==> config.mk <==
export PLATFORM = sky130hd
export DESIGN_NAME = dilithium_core
export DESIGN_NICKNAME = d
export VERILOG_FILES = /design/src/rtl/dilithium_core.sv
export SDC_FILE = /design/constraint.sdc
export NUM_CORES = 1
export LEC_CHECK = 0
export ABC_AREA = 0
export BUFFER_PORTS_ARGS = -buffer_cell sky130_fd_sc_hd__buf_2
export CAP_MARGIN = 20
export CORE_AREA = 3 3 122 124
export DETAILED_ROUTE_END_ITERATION = 16
export DIE_AREA = 0 0 125 127
export PLACE_DENSITY = 0.65
export SETUP_SLACK_MARGIN = 0.5
export SLEW_MARGIN = 5
export SYNTH_ARGS = -nofsm -noshare
export SYNTH_HDL_FRONTEND = slang
export SYNTH_SLANG_ARGS = --single-unit
export TNS_END_PERCENT = 50
==> constraint.sdc <==
create_clock -name clk -period 4.17 [get_ports clk]
set_input_delay 0 -clock clk [delete_from_list [all_inputs] [get_ports clk]]
set_output_delay 0 -clock clk [all_outputs]
set_load 0.005 [all_outputs]
==> src/rtl/dilithium_core.sv <==
// Key-generation I/O sequencer: loads a 256-bit seed into the arithmetic engine,
// waits for it, then streams the packed secret and public key out over valid/ready.
module dilithium_core #(
    parameter  int HIGH_PERF = 0,
    parameter  int SEC_LEVEL = 5,
    localparam int W         = (HIGH_PERF != 0) ? 64 : 32
) (
    input  logic         clk,
    input  logic         rst,
    input  logic         start,
    input  logic [1:0]   mode,
    input  logic         valid_i,
    output logic         ready_i,
    input  logic [W-1:0] data_i,
    output logic         valid_o,
    input  logic         ready_o,
    output logic [W-1:0] data_o,
    output logic         done,
    output logic         eng_start,
    output logic         eng_seed_we,
    output logic [2:0]   eng_seed_addr,
    output logic [W-1:0] eng_seed_data,
    input  logic         eng_done,
    output logic [2:0]   rd_seg,
    output logic [9:0]   rd_addr,
    output logic         rd_en,
    input  logic [W-1:0] rd_data
);

    localparam int SEED_WORDS = 256 / W;
    localparam int NSEG       = (HIGH_PERF != 0) ? 7 : 8;

    localparam int S1_BITS = (SEC_LEVEL == 2) ? 3072  : (SEC_LEVEL == 3) ? 5120  : 5376;
    localparam int S2_BITS = (SEC_LEVEL == 2) ? 3072  : 6144;
    localparam int T0_BITS = (SEC_LEVEL == 2) ? 13312 : (SEC_LEVEL == 3) ? 19968 : 26624;
    localparam int T1_BITS = (SEC_LEVEL == 2) ? 10240 : (SEC_LEVEL == 3) ? 15360 : 20480;

    typedef enum logic [2:0] {
        IDLE,
        LOAD,
        RUN,
        DUMP,
        FIN
    } state_t;

    state_t         state;
    logic [2:0]     seed_idx;
    logic [2:0]     pos;
    logic [9:0]     addr;
    logic           fetch_done;
    logic           rd_pend;
    logic           skid_valid;
    logic [W-1:0]   skid_data;

    logic           take;
    logic           out_free;
    logic           nxt_valid_o;
    logic           nxt_skid_valid;
    logic           issue;
    logic           finish;
    logic [2:0]     cur_seg;
    logic           last_word;
    logic           last_seg;

    function automatic logic [9:0] words_of(input logic [2:0] seg);
        int bits;
        case (seg)
            3'd3:    bits = S1_BITS;
            3'd4:    bits = S2_BITS;
            3'd5:    bits = T0_BITS;
            3'd6:    bits = T1_BITS;
            default: bits = 256;
        endcase
        return 10'((bits + W - 1) / W);
    endfunction

    // Segment emitted at each position of the dump; the low-resource order sends rho twice.
    function automatic logic [2:0] seg_at(input logic [2:0] p);
        logic [2:0] s;
        if (HIGH_PERF != 0) begin
            case (p)
                3'd0:    s = 3'd0;
                3'd1:    s = 3'd1;
                3'd2:    s = 3'd3;
                3'd3:    s = 3'd4;
                3'd4:    s = 3'd6;
                3'd5:    s = 3'd5;
                default: s = 3'd2;
            endcase
        end else begin
            case (p)
                3'd6:    s = 3'd0;
                3'd7:    s = 3'd6;
                default: s = p;
            endcase
        end
        return s;
    endfunction

    assign cur_seg   = seg_at(pos);
    assign last_word = (addr == words_of(cur_seg) - 10'd1);
    assign last_seg  = (pos == 3'(NSEG - 1));

    // Output register plus one skid entry; reads are only issued while the words
    // already in flight or held are fewer than two, so a returning read always has a slot.
    always_comb begin
        take           = valid_o && ready_o;
        out_free       = !valid_o || take;
        nxt_valid_o    = !out_free || skid_valid || rd_pend;
        nxt_skid_valid = out_free ? (skid_valid && rd_pend) : (skid_valid || rd_pend);
        issue          = 1'b0;
        finish         = 1'b0;
        if (state == DUMP) begin
            issue  = !fetch_done &&
                     (({1'b0, nxt_valid_o} + {1'b0, nxt_skid_valid} + {1'b0, rd_en}) < 2'd2);
            finish = fetch_done && !rd_en && !rd_pend && !skid_valid && out_free;
        end
    end

    always_ff @(posedge clk) begin
        if (rst) begin
            state         <= IDLE;
            ready_i       <= 1'b0;
            valid_o       <= 1'b0;
            data_o        <= '0;
            done          <= 1'b0;
            eng_start     <= 1'b0;
            eng_seed_we   <= 1'b0;
            eng_seed_addr <= '0;
            eng_seed_data <= '0;
            rd_en         <= 1'b0;
            rd_seg        <= '0;
            rd_addr       <= '0;
            seed_idx      <= '0;
            pos           <= '0;
            addr          <= '0;
            fetch_done    <= 1'b0;
            rd_pend       <= 1'b0;
            skid_valid    <= 1'b0;
            skid_data     <= '0;
        end else begin
            eng_start   <= 1'b0;
            eng_seed_we <= 1'b0;
            done        <= 1'b0;
            case (state)
                IDLE: begin
                    if (start && mode == 2'd0) begin
                        state    <= LOAD;
                        ready_i  <= 1'b1;
                        seed_idx <= '0;
                    end
                end
                LOAD: begin
                    if (valid_i && ready_i) begin
                        eng_seed_we   <= 1'b1;
                        eng_seed_addr <= seed_idx;
                        eng_seed_data <= data_i;
                        seed_idx      <= seed_idx + 3'd1;
                        if (seed_idx == 3'(SEED_WORDS - 1)) begin
                            ready_i   <= 1'b0;
                            eng_start <= 1'b1;
                            state     <= RUN;
                        end
                    end
                end
                RUN: begin
                    if (eng_done) begin
                        state      <= DUMP;
                        pos        <= '0;
                        addr       <= '0;
                        fetch_done <= 1'b0;
                    end
                end
                DUMP: begin
                    valid_o    <= nxt_valid_o;
                    skid_valid <= nxt_skid_valid;
                    rd_pend    <= rd_en;
                    rd_en      <= issue;
                    if (out_free && (skid_valid || rd_pend)) begin
                        data_o <= skid_valid ? skid_data : rd_data;
                    end
                    if (rd_pend && (skid_valid || !out_free)) begin
                        skid_data <= rd_data;
                    end
                    if (issue) begin
                        rd_seg  <= cur_seg;
                        rd_addr <= addr;
                        if (last_word) begin
                            addr <= '0;
                            pos  <= pos + 3'd1;
                            if (last_seg) begin
                                fetch_done <= 1'b1;
                            end
                        end else begin
                            addr <= addr + 10'd1;
                        end
                    end
                    if (finish) begin
                        state <= FIN;
                        done  <= 1'b1;
                    end
                end
                FIN: begin
                    state <= IDLE;
                end
                default: begin
                    state <= IDLE;
                end
            endcase
        end
    end

endmodule

# ---- Word-level counts from Yosys, hierarchy flattened
# Index checks and enable logic that the tools add are counted.
dict set report word_totals {
  register_bits 140
  wordCells 126
  in_bits 72
  output_inout_bits 86
}
dict set report classes {
  magnitude_cmp 1
  n_eq_ne 19
  n_reduce_logical 39
  n_mux 35
  n_bitwise 4
  n_addsub 9
}
# operator n
set ops {}
lappend ops {{$pmux 15 s4} 1}
lappend ops {{$add 32x7->32 const B} 1}
lappend ops {{$mux 32} 1}
lappend ops {{$sub 32x2->32 const B} 1}
lappend ops {{$mux 10} 3}
lappend ops {{$mux 3} 10}
lappend ops {{$pmux 10 s2} 1}
lappend ops {{$eq 3x3->1 const B} 6}
lappend ops {{$pmux 3 s2} 3}
lappend ops {{$ne 2x2->1 const B} 8}
lappend ops {{$mux 1} 13}
lappend ops {{$pmux 3 s4} 1}
lappend ops {{$logic_and 1x1->1} 11}
lappend ops {{$add 10x1->10} 1}
lappend ops {{$add 10x1->10 const B} 1}
lappend ops {{$eq 10x10->1} 1}
lappend ops {{$reduce_and 5->1} 2}
lappend ops {{$sub 10x1->10 const B} 1}
lappend ops {{$eq 3x2->1 const B} 3}
lappend ops {{$reduce_and 2->1} 4}
lappend ops {{$reduce_and 4->1} 2}
lappend ops {{$add 3x1->3 const B} 2}
lappend ops {{$logic_not 1->1} 6}
lappend ops {{$reduce_and 3->1} 2}
lappend ops {{other kinds (14)} 22}

# ---- Longest topological paths before layout
dict set report depth {
  depth_word 14
  mapped_depth 11
  ltp_nobuf 9
}

# ---- Worst setup path after synthesis
# Ideal clock, no wire load.
dict set report synth_timing {
  path_kind {reg-to-reg}
  start {reg skid_valid}
  end {reg pos[0]}
  path_buffers 2
  required_ns 4.098
  arrival_ns 2.718
  path_slack_ns 1.380
  setup_ns 0.072
  stages_incl_launch_ff 11
  synth_period_minus_slack_ns 2.790
  cell_sequence {dfxtp_1 buf_4 nor2_1 nand2_1 ha_1 a311oi_4 o311ai_4 and2_1 buf_6 nor4_4 mux2i_1}
}
dict set report synth_between {
  elab_chain_len 9
  word_cells_on_any_way 12
  cone_classes {add/sub (2); order compare (1); eq/ne (1); mux (2); reduce/logical (6)}
}
# element line_no
set synth_lines {}
lappend synth_lines {{from (decl)} 52} ;# logic skid_valid;
lappend synth_lines {{from (signal assigned)} 176} ;# skid_valid <= nxt_skid_valid;
lappend synth_lines {{$logic_or 1x1->1 (2 in series)} 109} ;# nxt_valid_o = !out_free || skid_valid || rd_pend;
lappend synth_lines {{via nxt_valid_o} 57} ;# logic nxt_valid_o;
lappend synth_lines {{$add 1x1->2} 115} ;# (({1'b0, nxt_valid_o} + {1'b0, nxt_skid_valid} + {1'b0, rd_en}) < 2'd2);
lappend synth_lines {{$add 2x1->2} 115}
lappend synth_lines {{$lt 2x2->1} 115}
lappend synth_lines {{$logic_and 1x1->1} 114} ;# issue = !fetch_done &&
lappend synth_lines {{$mux 1} 113} ;# if (state == DUMP) begin
lappend synth_lines {{$ne 2x2->1 (no line)} -}
lappend synth_lines {{$reduce_and 4->1 (no line)} -}
lappend synth_lines {{to (signal assigned)} 190} ;# pos <= pos + 3'd1;
lappend synth_lines {{to (decl)} 48} ;# logic [2:0] pos;
# The timed path passes the listed nets, and every way through them passes these cells.
# A chain may end at the register's enable or synchronous reset.

# ---- Final worst setup path
dict set report layout_timing {
  start {reg rd_pend}
  end {reg pos[1]}
}
dict set report layout_between {
  word_cells_on_any_way 11
  cone_classes {add/sub (2); order compare (1); eq/ne (1); mux (2); reduce/logical (5)}
}
# element line_no
set layout_lines {}
lappend layout_lines {{from (decl)} 51} ;# logic rd_pend;
lappend layout_lines {{from (signal assigned)} 177} ;# rd_pend <= rd_en;
lappend layout_lines {{$logic_or 1x1->1} 109}
lappend layout_lines {{via nxt_valid_o} 57}
lappend layout_lines {{$add 1x1->2} 115}
lappend layout_lines {{$add 2x1->2} 115}
lappend layout_lines {{$lt 2x2->1} 115}
lappend layout_lines {{$logic_and 1x1->1} 114}
lappend layout_lines {{$mux 1} 113}
lappend layout_lines {{$ne 2x2->1 (no line)} -}
lappend layout_lines {{$reduce_and 4->1 (no line)} -}
# The timed path passes the listed nets, and every way through them passes these cells.

==> results.yml <==
outcome:
  status: "complete, no violations"
placement:
  finalWeightedCongestion: 0.825
  dp_hpwl_mm: 9.28
  numPortBuffers: 157
  placed_cell_area_um2: 6660
synth:
  syn_nets: 767
  synth_edf_count: 0
  yosysWarnings: 0
  synth_cells: 686
  ys_async_sr_fraction: 0
  synth_area_um2: 5790
  synthDistinctLibCells: 44
  ys.flop_type: "dfxtp_1"
  synth-seq-cells: 140
  ys_top_cells_by_area: "dfxtp_1, nand2_1, mux2i_1, a21oi_1, nor2_1"
  yosysSeqAreaShare: 0.484
  yosysTopAreaCell: "dfxtp_1"
  synth_top_area_frac: 0.484
  postSynthAreaPerCell_um2: 8.43
worst_setup_path:
  reg2reg_slack_ps: 1190
  crit_chain: "nor2_1, nand2_1, ha_1, a311oi_4, o311ai_4, and2_1, nor4_4, mux2i_1"
  worst_path_dominant_cell_family: "simple AND/OR/NAND/NOR gates"
  critPathArrivalTime_ps: 3330
  cp-end-kind: "register"
  rr_endpoint: "pos[1]"
  path_class: "reg -> reg"
  cp_slowest_cell: "nor4_4"
  critPathLaunchType: "register"
  regToRegStartpoint: "rd_pend"
  slowest_delay_ps: 680
  critical_path_required_ps: 4510
  cp_max_fo: 10
  crit_buf_inv: 0
  rr_worst_depth: 8
global_route:
  grt_overflow: 0
  grt_pass1_vias: 5039
  grt_pass1_wl_mm: 24.8
  grt_util_all_layers: 0.189
  grt_max_degree: 79
  antenna_found_initial: 0
floorplanning:
  num_rows: 43
  start_util: 0.417
  io_pins: 158
  die_h_um: 127
  core_area_um2: 13900
  dieWidth_um: 125
  die_area_um2: 15900
cells_and_area:
  syn_to_final_growth_pct: 36.6
  drive_gt1_frac: 0.224
  final_cell_area_um2: 7900
  n_antenna_cell: 0
  final_nets: 965
timing:
  finalSetupTns_ps: 0
  min_period_over_period: 0.716
  slew_headroom: 0.441
  fin_crit_ps: 2980
  worst_slew_pin_slew_ps: 838
  grt_setup_unrepaired: "no"
  skew_ps: 8.37
  setup_viol: 0
  drv_slew: 0
  finalHoldViolCount: 0
  timing.fmax_ghz: 0.335
power_and_ir_drop:
  p_leak_uw: 0.00316
  internal_power_uw: 2400
  power_uw: 3000
  p_per_area_nw_per_um2: 380
  worst_ir_drop_vdd_mv: 0.281
  p_switching_uw: 597
  swShare: 0.199
  seq_power_share: 0.448
  p_clk_frac: 0.509
  combPwrFrac: 0.043
clocking:
  clock_sinks: 140
  h-tree-depth: 4
  cts_setup_buffers: 0
  clk_pin_slew_ps: 60
  clkLatencyLatePin_ps: 410
  cts_tree: "yes"
  cts.path.max_buffers: 2
  cts_root_buffer: "clkbuf_16"
  cts_buffers: 17
  post_cts_resized: 0
worst_hold_path:
  min_path_cells: 4
  worstHoldEndpoint: "state[0]"
  hold_path.class: "in -> reg"
  worstHoldStart: "eng_done"
routing:
  via_per_inst: 4.93
  drt_pre_antenna_iters: 4
  wl_per_cell_um: 13.9
  ant_nets: 0
  drc_errors: 0
  wirelength_mm: 15.0
  drt_first_iter_violations: 376
  num_vias: 5305
flow_run:
  drv_cap: 0
## state kept, by name, indices dropped and copies added, names as in the netlist, 3 cells and up
| register | count |
|---|---|
| skid_data | 32 |
| data_o | 32 |
| seed_idx | 3 |
| eng_seed_addr | 3 |
| pos | 3 |
| rd_addr | 10 |
| state | 3 |
| eng_seed_data | 32 |
| addr | 10 |
| rd_seg | 3 |
## worst reg2reg max path: stages (launching register included)
cell and delay [ps]:
dfxtp_1 370, nor2_1 360, nand2_1 170, ha_1 350
a311oi_4 330, o311ai_4 150, and2_1 260, nor4_4 680
mux2i_1 250
## synthesized netlist by cell type (all sizes together), types with 2 or more instances
library cell and n:
and2 5, clkbuf 44, nand4 4, nand2 160, xor2 3, inv 8
dfxtp 140, buf 6, o21ai 9, a211oi 33, nor3 12, a21oi 81
nand3 7, xnor2 5, o311ai 2, or2 2, a31oi 4, o31ai 4
nor4b 3, and3 2, nor4 4, nand2b 2, nor2b 8, nor2 67
mux2i 49, ha 9, o211ai 2
## stage by stage
stage                     hold WS [ps]  instances   util  worst slack [ps]
after floorplan                    136        686      -              1380
after global placement             242        981  0.480              1220
final                             37.1       1077  0.569              1190
after CTS                         19.6       1077  0.569              1160
after detailed placement           245        981  0.480              1170
after global routing              84.4       1077  0.569               984
## per-layer routing
metal,up-vias,GRT usage,routed length [µm]
met4,0,0.0938,449
met1,2422,0.231,6830
met3,35,0.0502,552
met2,112,0.310,7180
met5,-,0,0
li1,2736,-,-
## power by group through the flow
stage          registers (µW)  clock network, µW  logic [µW]
6_report                 1340               1530         130
5_1_grt                  1340               1630         142
4_1_cts                  1340               1570         128
3_5_place_dp             1370                  0        80.9
3_3_place_gp             1370                  0        81.1
2_1_floorplan            1370                  0        35.4
## logic make-up after synthesis
| kind of cell | count (synthesis) | synth area share |
|---|---|---|
| simple gates | 281 | 0.207 |
| buf+inv | 58 | 0.0409 |
| fa+ha+maj | 9 | 0.0195 |
| mux | 50 | 0.0867 |
| compound gates | 140 | 0.149 |
| xor+xnor | 8 | 0.0121 |
| flops | 140 | 0.484 |
## final cells by class
cell class | instances | area [µm²]
clock buffer | 26 | 489
clock inverter | 6 | 109
fill | 1287 | 5980
inverter | 8 | 30.0
multi-input combinational | 488 | 2760
sequential | 140 | 2800
tap | 180 | 225
timing repair buffer | 229 | 1490
## repair_timing
item                                    in CTS  in global routing
hold buffers                                64                  0
endpoints found under the hold margin       96                  0
endpoints found under the setup margin       0                  0
## layout by cell type (no fill, tap or decap), types with 2 or more instances in the layout
master | netlist | routed
a211oi_1 | 33 | 33
a21oi_1 | 80 | 80
a31oi_1 | 4 | 4
and2_1 | 4 | 4
and3_1 | 2 | 2
buf_2 | 0 | 156
buf_4 | 3 | 9
bufinv_16 | 0 | 3
clkbuf_1 | 44 | 6
clkbuf_16 | 0 | 17
clkbuf_8 | 0 | 3
clkinv_2 | 0 | 2
dfxtp_1 | 140 | 139
dlygate4sd3_1 | 0 | 64
ha_1 | 9 | 9
inv_1 | 8 | 8
mux2i_1 | 49 | 49
nand2_1 | 160 | 160
nand2b_1 | 2 | 2
nand3_1 | 7 | 7
nand4_1 | 4 | 4
nor2_1 | 67 | 65
nor2b_1 | 8 | 8
nor3_1 | 12 | 12
nor4_1 | 3 | 3
nor4b_1 | 3 | 3
o211ai_1 | 2 | 2
o21ai_0 | 9 | 9
o31ai_1 | 4 | 4
or2_2 | 2 | 2
xnor2_1 | 5 | 5
xor2_1 | 3 | 3
## worst max path at each step
stage / from / to / cells after the start
floorplan: skid_valid / pos[0] / 10
global placement: rd_pend / pos[1] / 8
detailed placement: rd_pend / pos[2] / 8
CTS: rd_pend / pos[1] / 8
global route: rd_pend / pos[1] / 8
finish: rd_pend / pos[1] / 8
Power figures use the tool's default switching activity.
